**src/rtl/control_pkg.sv**
```systemverilog
// Shared definitions for the pipelined main-control unit: opcodes, ALU-op and
// write-back encodings, and the per-stage control bundles.
package control_pkg;

  localparam logic [6:0] OP_R      = 7'b0110011;
  localparam logic [6:0] OP_IMM    = 7'b0010011;
  localparam logic [6:0] OP_LOAD   = 7'b0000011;
  localparam logic [6:0] OP_STORE  = 7'b0100011;
  localparam logic [6:0] OP_BRANCH = 7'b1100011;
  localparam logic [6:0] OP_JAL    = 7'b1101111;
  localparam logic [6:0] OP_LUI    = 7'b0110111;
  localparam logic [6:0] OP_AUIPC  = 7'b0010111;
  localparam logic [6:0] OP_JALR   = 7'b1100111;

  typedef enum logic [1:0] {
    ALU_ADD    = 2'b00,
    ALU_BRANCH = 2'b01,
    ALU_RFUNCT = 2'b10,
    ALU_IFUNCT = 2'b11
  } aluop_e;

  typedef enum logic [1:0] {
    WB_ALU = 2'b00,
    WB_MEM = 2'b01,
    WB_PC4 = 2'b10,
    WB_IMM = 2'b11
  } wbsel_e;

  // Full bundle as produced by the decoder and held in ID/EX.
  typedef struct packed {
    logic   valid;
    logic   branch;
    logic   jump;
    logic   alusrc;
    logic   asel;
    aluop_e aluop;
    logic   mem_read;
    logic   mem_write;
    logic   regwrite;
    wbsel_e wb_sel;
  } ex_ctrl_t;

  typedef struct packed {
    logic   valid;
    logic   mem_read;
    logic   mem_write;
    logic   regwrite;
    wbsel_e wb_sel;
  } mem_ctrl_t;

  typedef struct packed {
    logic   valid;
    logic   regwrite;
    wbsel_e wb_sel;
  } wb_ctrl_t;

  function automatic mem_ctrl_t to_mem(input ex_ctrl_t c);
    mem_ctrl_t m;
    m.valid     = c.valid;
    m.mem_read  = c.mem_read;
    m.mem_write = c.mem_write;
    m.regwrite  = c.regwrite;
    m.wb_sel    = c.wb_sel;
    return m;
  endfunction

  function automatic wb_ctrl_t to_wb(input mem_ctrl_t c);
    wb_ctrl_t w;
    w.valid    = c.valid;
    w.regwrite = c.regwrite;
    w.wb_sel   = c.wb_sel;
    return w;
  endfunction

endpackage

```
**src/rtl/control_decode.sv**
```systemverilog
// Combinational opcode decoder: control bundle, source-register use, illegal flag.
// CONTROL_PIPE_EXT_OPS_EN adds LUI, AUIPC and JALR; otherwise they decode as illegal.
module control_decode
  import control_pkg::*;
(
  input  logic [31:0] instr,
  output ex_ctrl_t    ctrl,
  output logic        use_rs1,
  output logic        use_rs2,
  output logic        illegal
);

  // Only the opcode and rd field steer decode; rs fields are compared in the pipe.
  logic unused_bits;
  assign unused_bits = ^instr[31:12];

  always_comb begin
    // NOTE: every output gets a default first so no path can infer a latch.
    ctrl    = '0;
    use_rs1 = 1'b0;
    use_rs2 = 1'b0;
    illegal = 1'b0;

    case (instr[6:0])
      OP_R: begin
        ctrl.valid    = 1'b1;
        ctrl.aluop    = ALU_RFUNCT;
        ctrl.regwrite = 1'b1;
        use_rs1       = 1'b1;
        use_rs2       = 1'b1;
      end
      OP_IMM: begin
        ctrl.valid    = 1'b1;
        ctrl.aluop    = ALU_IFUNCT;
        ctrl.alusrc   = 1'b1;
        ctrl.regwrite = 1'b1;
        use_rs1       = 1'b1;
      end
      OP_LOAD: begin
        ctrl.valid    = 1'b1;
        ctrl.aluop    = ALU_ADD;
        ctrl.alusrc   = 1'b1;
        ctrl.mem_read = 1'b1;
        ctrl.regwrite = 1'b1;
        ctrl.wb_sel   = WB_MEM;
        use_rs1       = 1'b1;
      end
      OP_STORE: begin
        ctrl.valid     = 1'b1;
        ctrl.aluop     = ALU_ADD;
        ctrl.alusrc    = 1'b1;
        ctrl.mem_write = 1'b1;
        use_rs1        = 1'b1;
        use_rs2        = 1'b1;
      end
      OP_BRANCH: begin
        ctrl.valid  = 1'b1;
        ctrl.aluop  = ALU_BRANCH;
        ctrl.branch = 1'b1;
        use_rs1     = 1'b1;
        use_rs2     = 1'b1;
      end
      OP_JAL: begin
        ctrl.valid    = 1'b1;
        ctrl.jump     = 1'b1;
        ctrl.regwrite = 1'b1;
        ctrl.wb_sel   = WB_PC4;
      end
`ifdef CONTROL_PIPE_EXT_OPS_EN
      OP_LUI: begin
        ctrl.valid    = 1'b1;
        ctrl.regwrite = 1'b1;
        ctrl.wb_sel   = WB_IMM;
      end
      OP_AUIPC: begin
        ctrl.valid    = 1'b1;
        ctrl.aluop    = ALU_ADD;
        ctrl.alusrc   = 1'b1;
        ctrl.asel     = 1'b1;
        ctrl.regwrite = 1'b1;
      end
      OP_JALR: begin
        ctrl.valid    = 1'b1;
        ctrl.jump     = 1'b1;
        ctrl.alusrc   = 1'b1;
        ctrl.regwrite = 1'b1;
        ctrl.wb_sel   = WB_PC4;
        use_rs1       = 1'b1;
      end
`endif
      default: illegal = 1'b1;
    endcase

    // Writes to x0 are architecturally discarded; drop them here so hazard
    // and forwarding logic downstream never sees a phantom writer.
    if (instr[11:7] == 5'd0) ctrl.regwrite = 1'b0;
  end

endmodule

```
**src/rtl/control_pipe.sv**
```systemverilog
// Pipelined main control: decodes ID, carries control through ID/EX, EX/MEM, MEM/WB,
// and handles load-use stalls, taken-branch squash and external stalls.
// CONTROL_PIPE_EXT_OPS_EN (decoder) enables LUI/AUIPC/JALR; default build leaves ex_asel at 0.
module control_pipe
  import control_pkg::*;
#(
  parameter int ALUOP_W = 2,
  parameter int RA_W    = 5
) (
  input  logic               clk,
  input  logic               rst_n,
  input  logic               id_valid,
  input  logic [31:0]        id_instr,
  input  logic               ex_taken,
  input  logic               stall_ext,
  output logic               stall_if,
  output logic               flush_if,
  output logic               ex_valid,
  output logic               ex_branch,
  output logic               ex_jump,
  output logic               ex_alusrc,
  output logic               ex_asel,
  output logic [ALUOP_W-1:0] ex_aluop,
  output logic [RA_W-1:0]    ex_rd,
  output logic               mem_valid,
  output logic               mem_read,
  output logic               mem_write,
  output logic [RA_W-1:0]    mem_rd,
  output logic               wb_valid,
  output logic               wb_regwrite,
  output logic [1:0]         wb_sel,
  output logic [RA_W-1:0]    wb_rd,
  output logic               id_illegal
);

  ex_ctrl_t        dec_ctrl;
  logic            use_rs1;
  logic            use_rs2;
  logic [RA_W-1:0] id_rs1;
  logic [RA_W-1:0] id_rs2;
  logic [RA_W-1:0] id_rd;

  control_decode u_decode (
    .instr   (id_instr),
    .ctrl    (dec_ctrl),
    .use_rs1 (use_rs1),
    .use_rs2 (use_rs2),
    .illegal (id_illegal)
  );

  assign id_rs1 = RA_W'(id_instr[19:15]);
  assign id_rs2 = RA_W'(id_instr[24:20]);
  assign id_rd  = RA_W'(id_instr[11:7]);

  ex_ctrl_t        ex_q;
  mem_ctrl_t       mem_q;
  wb_ctrl_t        wb_q;
  logic [RA_W-1:0] ex_rd_q;
  logic [RA_W-1:0] mem_rd_q;
  logic [RA_W-1:0] wb_rd_q;

  logic taken;
  logic load_use;
  logic advance_id;

  always_comb begin
    taken    = ex_taken & ex_q.valid;
    load_use = ex_q.valid & ex_q.mem_read & (ex_rd_q != '0) &
               ((use_rs1 & (ex_rd_q == id_rs1)) | (use_rs2 & (ex_rd_q == id_rs2)));

    // Priority: external stall, then squash, then load-use. A squash wins over
    // load-use because the stalled ID instruction is about to be discarded anyway.
    stall_if   = rst_n & (stall_ext | (~taken & load_use));
    flush_if   = rst_n & ~stall_ext & taken;
    advance_id = id_valid & dec_ctrl.valid & ~taken & ~load_use;
  end

  always_ff @(posedge clk or negedge rst_n) begin
    // NOTE: the async reset clears every stage to a bubble, so a reset taken
    // mid-stall leaves nothing in flight when the pipe restarts.
    if (!rst_n) begin
      ex_q     <= '0;
      ex_rd_q  <= '0;
      mem_q    <= '0;
      mem_rd_q <= '0;
      wb_q     <= '0;
      wb_rd_q  <= '0;
    end else if (!stall_ext) begin
      // NOTE: non-blocking so every stage samples the previous stage's old value.
      ex_q     <= advance_id ? dec_ctrl : '0;
      ex_rd_q  <= advance_id ? id_rd : '0;
      mem_q    <= to_mem(ex_q);
      mem_rd_q <= ex_rd_q;
      wb_q     <= to_wb(mem_q);
      wb_rd_q  <= mem_rd_q;
    end
  end

  assign ex_valid    = ex_q.valid;
  assign ex_branch   = ex_q.branch;
  assign ex_jump     = ex_q.jump;
  assign ex_alusrc   = ex_q.alusrc;
  assign ex_asel     = ex_q.asel;
  assign ex_aluop    = ALUOP_W'(ex_q.aluop);
  assign ex_rd       = ex_rd_q;

  assign mem_valid   = mem_q.valid;
  assign mem_read    = mem_q.mem_read;
  assign mem_write   = mem_q.mem_write;
  assign mem_rd      = mem_rd_q;

  assign wb_valid    = wb_q.valid;
  assign wb_regwrite = wb_q.regwrite;
  assign wb_sel      = wb_q.wb_sel;
  assign wb_rd       = wb_rd_q;

endmodule

```
**config.mk**
```make
export PLATFORM = sky130hd
export DESIGN_NAME = control_pipe
export DESIGN_NICKNAME = d
export VERILOG_FILES = /design/src/rtl/control_pkg.sv /design/src/rtl/control_decode.sv /design/src/rtl/control_pipe.sv
export SDC_FILE = /design/constraint.sdc
export NUM_CORES = 1
export LEC_CHECK = 0
export BUFFER_PORTS_ARGS = -buffer_cell sky130_fd_sc_hd__clkbuf_2
export CORE_ASPECT_RATIO = 1.1
export CORE_UTILIZATION = 47
export CTS_CLUSTER_SIZE = 25
export DETAILED_ROUTE_END_ITERATION = 10
export GPL_TIMING_DRIVEN = 0
export PLACE_DENSITY = 0.9
export SLEW_MARGIN = 10
export SYNTH_ARGS = -nofsm -noshare
export SYNTH_HDL_FRONTEND = slang
export SYNTH_SLANG_ARGS = --single-unit
```
**constraint.sdc**
```tcl
create_clock -name clk -period 2.7 [get_ports clk]
set_clock_uncertainty 0.1 [all_clocks]
set_input_delay 0.54 -clock clk [delete_from_list [all_inputs] [get_ports clk]]
set_output_delay 0.54 -clock clk [all_outputs]
set_load 0.005 [all_outputs]
```
==> results of run 1 <==
==> repair_timing <==
item	in CTS	in global routing
buffers inserted	3	4
setup endpoints to repair	1	1
pin swaps	0	3
resized for setup	4	4
==> placed cells by master (no fill, tap or decap), types with 3 or more instances in the layout <==
master,count
a22o_1,10
buf_4,9
clkbuf_1,5
clkbuf_2,58
clkbuf_4,5
dfrtp_1,31
dfrtp_2,5
mux2_2,20
nand2_1,9
nand4_1,4
nor2_1,3
nor3_1,3
o21ai_0,8
xor2_1,10
==> logic make-up (layout without fill, tap and decap cells) <==
group                  count (synthesis)  in the layout  share of synthesized area (%)
AO/OA/AOI/OAI                         28             28                           12.8
XOR/XNOR                              10             10                           5.21
buffers and inverters                 10             82                           3.50
multiplexers                          20             20                           13.4
other                                  1              1                          0.223
AND/OR/NAND/NOR                       33             33                           11.2
flip-flops                            36             36                           53.6
==> routing by layer <==
layer	vias up	global-route usage, %	wire length [um]
li1	643	-	-
met1	635	27.1	1560
met2	53	32.7	1830
met3	6	5.19	240
met4	0	8.33	51
met5	-	0	0
==> registers in the layout (all words and copies together), names as in the netlist <==
signal / count
wb_sel: 2
ex_jump: 1
ex_branch: 1
ex_rd: 5
ex_alusrc: 1
mem_rd: 5
mem_valid: 1
mem_read: 1
wb_rd: 5
ex_aluop: 2
mem_write: 1
mem_q: 3
ex_q: 5
wb_regwrite: 1
ex_valid: 1
wb_valid: 1
==> final cells by class <==
| cell class | count | area [um^2] |
|---|---|---|
| fill | 271 | 1230 |
| sequential | 36 | 907 |
| multi-input combinational | 92 | 729 |
| timing repair buffer | 64 | 342 |
| tap | 48 | 60.1 |
| buffer | 10 | 58.8 |
| clock buffer | 7 | 55.1 |
| clock inverter | 1 | 7.51 |
==> worst min-delay path by stage <==
stage | startpoint | endpoint | slack [ns] | depth (start not counted)
floorplan | rst_n | ex_aluop[0]$_DFFE_PN0N_ | 0.14 | 0
global placement | ex_q[3]$_DFFE_PN0N_ | ex_q[3]$_DFFE_PN0N_ | 0.37 | 2
detailed placement | ex_q[3]$_DFFE_PN0N_ | ex_q[3]$_DFFE_PN0N_ | 0.38 | 2
CTS | rst_n | mem_rd[1]$_DFFE_PN0N_ | 0.24 | 1
global route | rst_n | wb_rd[1]$_DFFE_PN0N_ | 0.28 | 1
finish | rst_n | wb_rd[1]$_DFFE_PN0N_ | 0.22 | 1
==> report_power, final <==
part | internal (W) | total, W | switching, W | leakage [nW]
logic | 0.0000400 | 0.0000901 | 0.0000501 | 0.647
registers | 0.000544 | 0.000547 | 0.00000395 | 0.494
clock network | 0.000127 | 0.000309 | 0.000181 | 0.0315
total | 0.000711 | 0.000946 | 0.000235 | 1.17
==> per-stage QoR <==
step / setup TNS [ns] / hold slack, ns / instance area, um^2 / utilization, %
finish: 0 / 0.218 / 2160 / 63.8
global route: -0.0899 / 0.283 / 2160 / 63.8
CTS: 0 / 0.237 / 2120 / 62.6
detailed placement: 0 / 0.377 / 2030 / 59.8
global placement: 0 / 0.365 / 2030 / 59.8
floorplan: 0 / 0.144 / 1680 / -
==> out/results.ini, run 1 <==
[sta]
slew_violations = 0
slew_headroom_pct = 38.0
rsz0062_at_grt = yes
finalSetupViolations = 0
final.period_utilization_pct = 99.5
final.min_clock_period_ns = 2.69
report.final.hold_viol_count = 0
timing.fmax_ghz = 0.372
worst_pin_slew_ns = 0.930
final.setup.worst_slack_ns = 0.0134

[layout]
finalNonFillerCells = 258
layout_cell_share_with_drive_strength_beyond_1_pct = 51.0
nNetsFinal = 246
area_growth_from_synthesis_to_layout_pct = 28.5
n_antenna_cell = 0

[global_routing]
largest_net_degree_at_the_start_of_global_routing = 40
global_route.overflow_total = 0
gr-usage-all-layers_pct = 20.7
number_of_global_route_vias_before_repair = 1266
first_pass_grt_wire_length_um = 5820
number_of_antenna_violations_at_the_first_check_in_global_routing = 0

[setup_path]
critical_path.startpoint = ex_rd[1]$_DFFE_PN0N_
path_delay_family = simple AND/OR/NAND/NOR gates
critical_path_arrival_ns = 2.05
critical_path_class = flip-flop to primary output
reg2reg_slack_ns = 0.76
critical_path_sink_type = primary output
r2r_start = ex_rd[1]$_DFFE_PN0N_
path_buf_inv = 2
crit_path_max_fanout = 5
worst_ep_required_time_ns = 2.06
timing.critical_path.depth = 6
path_cells = or3_1 > o311a_1 > and2_4 > buf_6 > a22o_1 > clkbuf_2
endpoint = stall_if
crit_path_top_delay_cell = dfrtp_2
rr_worst_depth = 6
critPathMaxStageDelay_ns = 0.46
timing.rr.end = ex_aluop[0]$_DFFE_PN0N_
startpoint_type_of_the_worst_setup_path = flip-flop

[detailed_routing]
total_wire_length_um = 3680
routed-via-count = 1337
ant_nets = 0
iteration_0_drc_count_of_the_detailed_router = 41
detail_route.first_pass.iterations = 4
drc = 0
post_drt_wl_per_cell_um = 14.3
drt-vias-per-instance = 5.18

[place]
detailedPlace.worstSlack_ns = 0.106
buffer_ports.inserted = 57
sum_of_net_half_perimeters_after_detailed_placement_um = 2710
post-place-cells = 243
routabilityCongestion = 0.767

[power]
cellLeakagePower_nw = 1.17
vdd_drop_max_v = 0.000331
p_per_area_nw_per_um2 = 438
post-layout-total-power_w = 0.000946

[synth]
ys_seq_elements = 36
yosysWarnings = 0
synthDominantAreaCellType = dfrtp_1
synth.yosys.seq_area_share_pct = 53.6
synth-edff-count = 0
synth.most_common_cell = dfrtp_1
ys.flop_type = dfrtp_1
post_synth_most_frequent_cells = 36 x dfrtp_1, 20 x mux2_2, 10 x a22o_1, 10 x xor2_1, 9 x nand2_1
asyncSetResetFlopFracSynth_pct = 100
post_synth_main_area_contributors = dfrtp_1 54%, mux2_2 13%, a22o_1 5.2%, xor2_1 5.2%, o21ai_0 2.4%
post_synth.cell_area_avg_um2 = 12.2
synth_cell_type_count = 35
synth_nets = 175
postSynthCellCount = 138
synth_top_area_share_pct = 53.6
synthesis.area_um2 = 1680

[die]
die-height_um = 64.7
initial_core_util_pct = 49.6
rows = 22
dieWidth_um = 59.0
top_level_ports = 69
core-area_um2 = 3390
die-area_um2 = 3820

[cts]
clk_pin_slew_worst_paths_ns = 0.11
hold_buffers = 0
cts-root-to-sink-buffers = 2
cts_made_buffers = 5
clock_tree.root_cell = clkbuf_4
cts_htree_levels = 2
cts_tree = yes
number_of_sinks_on_the_clock_net = 36
clkLatencyLatePin_ns = 0.34

[hold_path]
min-delay-path-class = input port to async pin

[run_status]
status = completed

[run]
max_cap_viol_count = 0

Note: power is estimated with default switching activity, not from simulation.
==> run 2, diff against run 1 <==
--- a/config.mk
+++ b/config.mk
@@ -5,13 +5,14 @@
 export SDC_FILE = /design/constraint.sdc
 export NUM_CORES = 1
 export LEC_CHECK = 0
+export ABC_AREA = 1
 export BUFFER_PORTS_ARGS = -buffer_cell sky130_fd_sc_hd__clkbuf_2
 export CORE_ASPECT_RATIO = 1.1
-export CORE_UTILIZATION = 47
+export CORE_UTILIZATION = 48
 export CTS_CLUSTER_SIZE = 25
 export DETAILED_ROUTE_END_ITERATION = 10
 export GPL_TIMING_DRIVEN = 0
-export PLACE_DENSITY = 0.9
+export PLACE_DENSITY = 0.91
 export SLEW_MARGIN = 10
 export SYNTH_ARGS = -nofsm -noshare
 export SYNTH_HDL_FRONTEND = slang
==> out/results.ini, run 2 <==
[sta]
finalSetupViolations = 0  ; unchanged
final.min_clock_period_ns = 2.44  ; -0.242 ns
final_layout_worst_hold_slack_ns = 0.195  ; -0.0239 ns
final.period_utilization_pct = 90.5  ; -9.0 points
timing.fmax_ghz = 0.409  ; +9.9%
rsz0062_at_grt = no
worst_pin_slew_ns = 0.890  ; -0.0403 ns
slew_headroom_pct = 40.7  ; +2.7 points
fin_setup_tns_ns = 0  ; unchanged
report.final.hold_viol_count = 0  ; unchanged
slew_violations = 0  ; unchanged

[synth]
postSynthCellCount = 224  ; +62%
synth_cell_type_count = 25  ; -29%
asyncSetResetFlopFracSynth_pct = 100  ; unchanged
synth.mux.area_fraction_pct = 0  ; -13 points
post_synth_most_frequent_cells = 78 x nand2_1, 36 x dfrtp_1, 25 x inv_1, 16 x o21ai_0, 13 x nor2_1
ys.flop_type = dfrtp_1
synth-edff-count = 0  ; unchanged
post_synth.cell_area_avg_um2 = 7.97  ; -35%
ys_seq_elements = 36  ; unchanged
adder_and_majority_cell_fraction_of_the_synthesized_area_pct = 0  ; unchanged
synthXorXnorAreaFrac_pct = 2.94  ; -2.3 points
post_synth_main_area_contributors = dfrtp_1 50%, nand2_1 16%, inv_1 5.3%, o21ai_0 4.5%, o21ai_2 3.4%
synthDominantAreaCellType = dfrtp_1
synth-simple-area-share_pct = 27.9  ; +17 points
synth_top_area_share_pct = 50.5  ; -3.2 points
main_combinational_cell_family_by_area_after_synthesis = simple AND/OR/NAND/NOR gates
synth.yosys.seq_area_share_pct = 50.5  ; -3.2 points
yosysWarnings = 0  ; unchanged
synthesis.area_um2 = 1790  ; +6.3%
synth_nets = 261  ; +49%
synth.most_common_cell = nand2_1
synth_compound_area_share_pct = 9.74  ; -3.1 points

[cts]
cts_tree = yes
postCtsSetupRepairBufs = 0  ; -3
number_of_sinks_on_the_clock_net = 36  ; unchanged
clock_tree.root_cell = clkbuf_4
clkLatencyLatePin_ns = 0.35  ; about the same
cts-root-to-sink-buffers = 2  ; unchanged
clk_pin_slew_worst_paths_ns = 0.11  ; about the same
postCtsResizedCells = 0  ; -4
cts_made_buffers = 5  ; unchanged
hold_buffers = 0  ; unchanged
cts_htree_levels = 2  ; unchanged

[detailed_routing]
drt-vias-per-instance = 4.91  ; -5.2%
iteration_0_drc_count_of_the_detailed_router = 60  ; +46%
post_drt_wl_per_cell_um = 11.8  ; -18%
total_wire_length_um = 3950  ; +7.2%
ant_nets = 0  ; unchanged
detail_route.first_pass.iterations = 4  ; unchanged
drc = 0  ; unchanged
routed-via-count = 1650  ; +23%

[setup_path]
path_cells = inv_1 > nand2_1 > nand2_1 > nand2_1 > nor2_1 > nand3_2 > nand2_2 > nand3_1 > a21oi_1 > clkbuf_2
path_buf_inv = 2  ; unchanged
crit_path_top_delay_cell = dfrtp_1
most_prevalent_standard_cell_on_the_critical_path = nand2_1
crit_path_max_fanout = 5  ; unchanged
critical_path_arrival_ns = 1.80  ; -0.25 ns
critical_path_class = flip-flop to primary output
critPathMaxStageDelay_ns = 0.42  ; -0.04 ns
startpoint_type_of_the_worst_setup_path = flip-flop
critical_path_sink_type = primary output
path_delay_family = simple AND/OR/NAND/NOR gates
worst_ep_required_time_ns = 2.06  ; about the same

[die]
dieWidth_um = 60.2  ; +1.9%
die-height_um = 66.0  ; +1.9%
initial_core_util_pct = 51.9  ; +2.3 points
top_level_ports = 69  ; unchanged
core-area_um2 = 3440  ; +1.6%
die-area_um2 = 3970  ; +3.9%
rows = 22  ; unchanged

[place]
buffer_ports.inserted = 57  ; unchanged
dpl_cell_area_um2 = 2130  ; +5.2%
routabilityCongestion = 0.908  ; +18%
sum_of_net_half_perimeters_after_detailed_placement_um = 3030  ; +12%

[power]
post-layout-total-power_w = 0.000908  ; -4.0%
p_per_area_nw_per_um2 = 417  ; -4.8%
cellLeakagePower_nw = 1.25  ; +6.6%
vdd_drop_max_v = 0.000218  ; -34%

[global_routing]
gr-usage-all-layers_pct = 23.4  ; +2.7 points
first_pass_grt_wire_length_um = 6650  ; +14%
global_route.overflow_total = 0  ; unchanged
number_of_global_route_vias_before_repair = 1490  ; +18%
gr-usage-met1_pct = 28.5  ; +1.4 points
grt.met2_usage_pct = 39.1  ; +6.5 points
number_of_antenna_violations_at_the_first_check_in_global_routing = 0  ; unchanged
gr-max-usage-layer = met2
largest_net_degree_at_the_start_of_global_routing = 38  ; -5.0%
groute.layer.met3.usage_pct = 6.46  ; +1.3 points

[layout]
layout_cell_share_with_drive_strength_beyond_1_pct = 29.2  ; -22 points
layout.area.seq_um2 = 901  ; -0.69%
area_growth_from_synthesis_to_layout_pct = 21.9
n_antenna_cell = 0  ; unchanged
layout.cells.most_common = nand2_1
final_design_area_no_fill_um2 = 2180  ; +0.81%
highest_count_cells_in_the_layout_ignoring_fill_and_taps = 78 x nand2_1, 57 x clkbuf_2, 36 x dfrtp_1
multi_input_area_um2 = 728  ; -0.17%
nNetsFinal = 325  ; +32%
n_fill_cell = 307  ; +13%

[run]
max_cap_viol_count = 0  ; unchanged

[hold_path]
min-delay-path-class = input port to async pin

[run_status]
status = completed

## run 2: cell type report
type / count / share of cell area, %
clock buffers: 6 / 1.90
clock inverters: 1 / 0.230
well taps: 48 / 2.76
flip-flops and latches: 36 / 41.4
inverters: 29 / 5.11
plain buffers: 9 / 2.07
multi-input cells: 150 / 33.4
repair buffers: 57 / 13.1
## run 2: cells by family (layout without fill, tap and decap cells)
family,Yosys count,in the layout
simple gates,114,114
buf+inv,38,102
flops,36,36
compound gates,29,29
xor+xnor,6,6
other cells,1,1
## run 2: metal layers
layer	routed length, um	vias up
li1	-	817
met1	1680	771
met2	1950	56
met3	249	6
met4	65	0
met5	0	-
## run 2: path summary, 6_finish.rpt
check	from	to	slack [ns]	cells past startpoint
worst min register to register	mem_q[2]$_DFFE_PN0N_	wb_regwrite$_DFFE_PN0N_	0.38	2
max in group asynchronous	rst_n	ex_rd[3]$_DFFE_PN0N_	1.75	1
worst max-delay path	ex_rd[0]$_DFFE_PN0N_	stall_if	0.26	10
min in group clk	id_instr[9]	ex_rd[2]$_DFFE_PN0N_	0.32	3
worst max register to register	ex_rd[0]$_DFFE_PN0N_	ex_aluop[0]$_DFFE_PN0N_	1.11	10
worst min-delay path	rst_n	mem_rd[3]$_DFFE_PN0N_	0.19	1
## run 2: worst register-to-register path, cell delays in order, from the launching register on
cell	delay, ns
dfrtp_1	0.42
inv_1	0.17
nand2_1	0.07
nand2_1	0.06
nand2_1	0.05
nor2_1	0.13
nand3_2	0.08
nand2_2	0.10
nand2_4	0.11
o211ai_1	0.11
nand2_1	0.07
## run 2: stage by stage
step / setup WS (ns) / std cells / util, %
after detailed placement: 0.291 / 329 / 61.9
after global routing: 0.0908 / 336 / 63.3
after global placement: 0.351 / 329 / 61.9
after floorplan: 0.772 / 224 / -
final: 0.256 / 336 / 63.3
after CTS: 0.255 / 336 / 63.3
## run 2: report_power, final
group	total, W	internal (W)	switching (W)
logic	0.0000900	0.0000330	0.0000570
clock network	0.000271	0.0000958	0.000175
registers	0.000547	0.000543	0.00000398
==> run 3, diff against run 2 <==
--- a/config.mk
+++ b/config.mk
@@ -7,12 +7,14 @@
 export LEC_CHECK = 0
 export ABC_AREA = 1
 export BUFFER_PORTS_ARGS = -buffer_cell sky130_fd_sc_hd__clkbuf_2
+export CAP_MARGIN = 10
 export CORE_ASPECT_RATIO = 1.1
+export CORE_MARGIN = 2
 export CORE_UTILIZATION = 48
 export CTS_CLUSTER_SIZE = 25
 export DETAILED_ROUTE_END_ITERATION = 10
 export GPL_TIMING_DRIVEN = 0
-export PLACE_DENSITY = 0.91
+export PLACE_DENSITY = 0.79
 export SLEW_MARGIN = 10
 export SYNTH_ARGS = -nofsm -noshare
 export SYNTH_HDL_FRONTEND = slang
==> out/results.ini, run 3 (synthesis results as in run 2) <==
[run_status]
status = completed

[global_routing]
global_route.overflow_total = 0  ; unchanged
first_pass_grt_wire_length_um = 6380  ; -4.1%
number_of_global_route_vias_before_repair = 1448  ; -2.8%
gr-usage-all-layers_pct = 19.9  ; -3.5 points
largest_net_degree_at_the_start_of_global_routing = 38  ; unchanged
number_of_antenna_violations_at_the_first_check_in_global_routing = 0  ; unchanged

[cts]
cts_made_buffers = 5  ; unchanged
cts_htree_levels = 2  ; unchanged
clkLatencyLatePin_ns = 0.28  ; -0.07 ns
cts-root-to-sink-buffers = 2  ; unchanged
clock_tree.root_cell = clkbuf_8
postCtsSetupRepairBufs = 0  ; unchanged
clk_pin_slew_worst_paths_ns = 0.07  ; -0.04 ns
number_of_sinks_on_the_clock_net = 36  ; unchanged
cts_tree = yes
postCtsResizedCells = 0  ; unchanged
hold_buffers = 0  ; unchanged

[sta]
slew_violations = 0  ; unchanged
final_layout_worst_hold_slack_ns = 0.271  ; +0.0765 ns
timing.fmax_ghz = 0.426  ; +4.0%
report.final.hold_viol_count = 0  ; unchanged
worst_pin_slew_ns = 0.891  ; +0.00120 ns
rsz0062_at_grt = no
final.min_clock_period_ns = 2.35  ; -0.0950 ns
final.period_utilization_pct = 87.0  ; -3.5 points
fin_setup_tns_ns = 0  ; unchanged
finalSetupViolations = 0  ; unchanged
slew_headroom_pct = 40.6  ; -0.080 points

[power]
clock_power_share_pct = 39.2  ; +9.4 points
cellInternalPower_w = 0.000804  ; +20%
power_frac_comb_pct = 8.5  ; -1.4 points
power.net_switching_w = 0.000245  ; +3.8%
vdd_drop_max_v = 0.000306  ; +40%
power_switching_share_pct = 23.3  ; -2.6 points
p_per_area_nw_per_um2 = 470  ; +13%
cellLeakagePower_nw = 1.27  ; +1.8%
seq_power_share_pct = 52.2  ; -8.1 points

[layout]
highest_count_cells_in_the_layout_ignoring_fill_and_taps = 78 x nand2_1, 57 x clkbuf_2, 36 x dfrtp_1
multi_input_area_um2 = 728  ; unchanged
layout.cells.most_common = nand2_1
layout_cell_share_with_drive_strength_beyond_1_pct = 29.5  ; +0.35 points
n_antenna_cell = 0  ; unchanged
nNetsFinal = 325  ; unchanged
layout.area.seq_um2 = 901  ; unchanged
n_fill_cell = 328  ; +6.8%
area_growth_from_synthesis_to_layout_pct = 24.9

[die]
initial_core_util_pct = 49.6  ; -2.3 points
dieWidth_um = 62.2  ; +3.3%
core-area_um2 = 3600  ; +4.5%
rows = 23  ; +4.5%
top_level_ports = 69  ; unchanged
die-height_um = 68.0  ; +3.0%
die-area_um2 = 4220  ; +6.5%

[setup_path]
critical_path.startpoint = rst_n
worst_ep_required_time_ns = 2.06  ; about the same
crit_path_max_fanout = 37  ; +32
critical_path_class = input port to primary output
critical_path_arrival_ns = 1.71  ; -0.09 ns
startpoint_type_of_the_worst_setup_path = input port
critical_path_sink_type = primary output
r2r_start = ex_rd[0]$_DFFE_PN0N_

[detailed_routing]
iteration_0_drc_count_of_the_detailed_router = 107  ; +78%
post_drt_wl_per_cell_um = 11.4  ; -2.6%
drt-vias-per-instance = 4.66  ; -5.1%
drc = 0  ; unchanged
routed-via-count = 1576  ; -4.5%
ant_nets = 0  ; unchanged
detail_route.first_pass.iterations = 4  ; unchanged
total_wire_length_um = 3870  ; -2.0%

[hold_path]
min-delay-path-class = input port to async pin

[place]
buffer_ports.inserted = 57  ; unchanged
routabilityCongestion = 0.817  ; -10%
sum_of_net_half_perimeters_after_detailed_placement_um = 2950  ; -2.9%

[run]
max_cap_viol_count = 0  ; unchanged

run 3: through the flow:
| step | cells | instance area, um^2 | total power [W] | util, % | worst slack, ns |
|---|---|---|---|---|---|
| 2_1_floorplan | 224 | 1790 | 0.000598 | - | 0.772 |
| 3_3_place_gp | 331 | 2130 | 0.000646 | 59.3 | 0.327 |
| 3_5_place_dp | 331 | 2130 | 0.000649 | 59.3 | 0.300 |
| 4_1_cts | 338 | 2230 | 0.00105 | 62.0 | 0.289 |
| 5_1_grt | 338 | 2230 | 0.00109 | 62.0 | 0.108 |
| 6_report | 338 | 2230 | 0.00105 | 62.0 | 0.351 |
run 3: area by class of cell:
type	count	area share, %
flip-flops and latches	36	40.4
multi-input cells	150	32.7
repair buffers	57	12.8
inverters	29	4.99
clock buffers	7	4.32
well taps	50	2.81
plain buffers	9	2.02
run 3: routing by layer:
| layer | GRT usage [%] | wire length, um | up-vias |
|---|---|---|---|
| met5 | 0 | 0 | - |
| met4 | 10.3 | 102 | 0 |
| met3 | 5.26 | 235 | 8 |
| met2 | 33.3 | 1740 | 53 |
| met1 | 24.3 | 1800 | 693 |
| li1 | - | - | 822 |
run 3: critical path: stages:
cell and delay (ns):
clkbuf_2 0.66, inv_1 0.15, nor3_1 0.20, clkbuf_2 0.14
run 3: power groups by stage:
stage / registers [W] / clock network, W / logic (W)
2_1_floorplan: 0.000558 / 0 / 0.0000408
3_3_place_gp: 0.000558 / 0 / 0.0000885
3_5_place_dp: 0.000558 / 0 / 0.0000907
4_1_cts: 0.000548 / 0.000412 / 0.0000912
5_1_grt: 0.000548 / 0.000434 / 0.000103
6_report: 0.000548 / 0.000411 / 0.0000896
run 3: worst paths after layout:
| path | to | slack (ns) | cells past startpoint |
|---|---|---|---|
| setup reg to reg | ex_rd[1]$_DFFE_PN0N_ | 1.16 | 10 |
| hold / removal | mem_read$_DFFE_PN0N_ | 0.27 | 1 |
| hold reg to reg | wb_regwrite$_DFFE_PN0N_ | 0.36 | 2 |
| min in group clk | wb_regwrite$_DFFE_PN0N_ | 0.36 | 2 |
| setup / recovery | flush_if | 0.35 | 4 |
| max in group asynchronous | wb_rd[3]$_DFFE_PN0N_ | 1.68 | 1 |
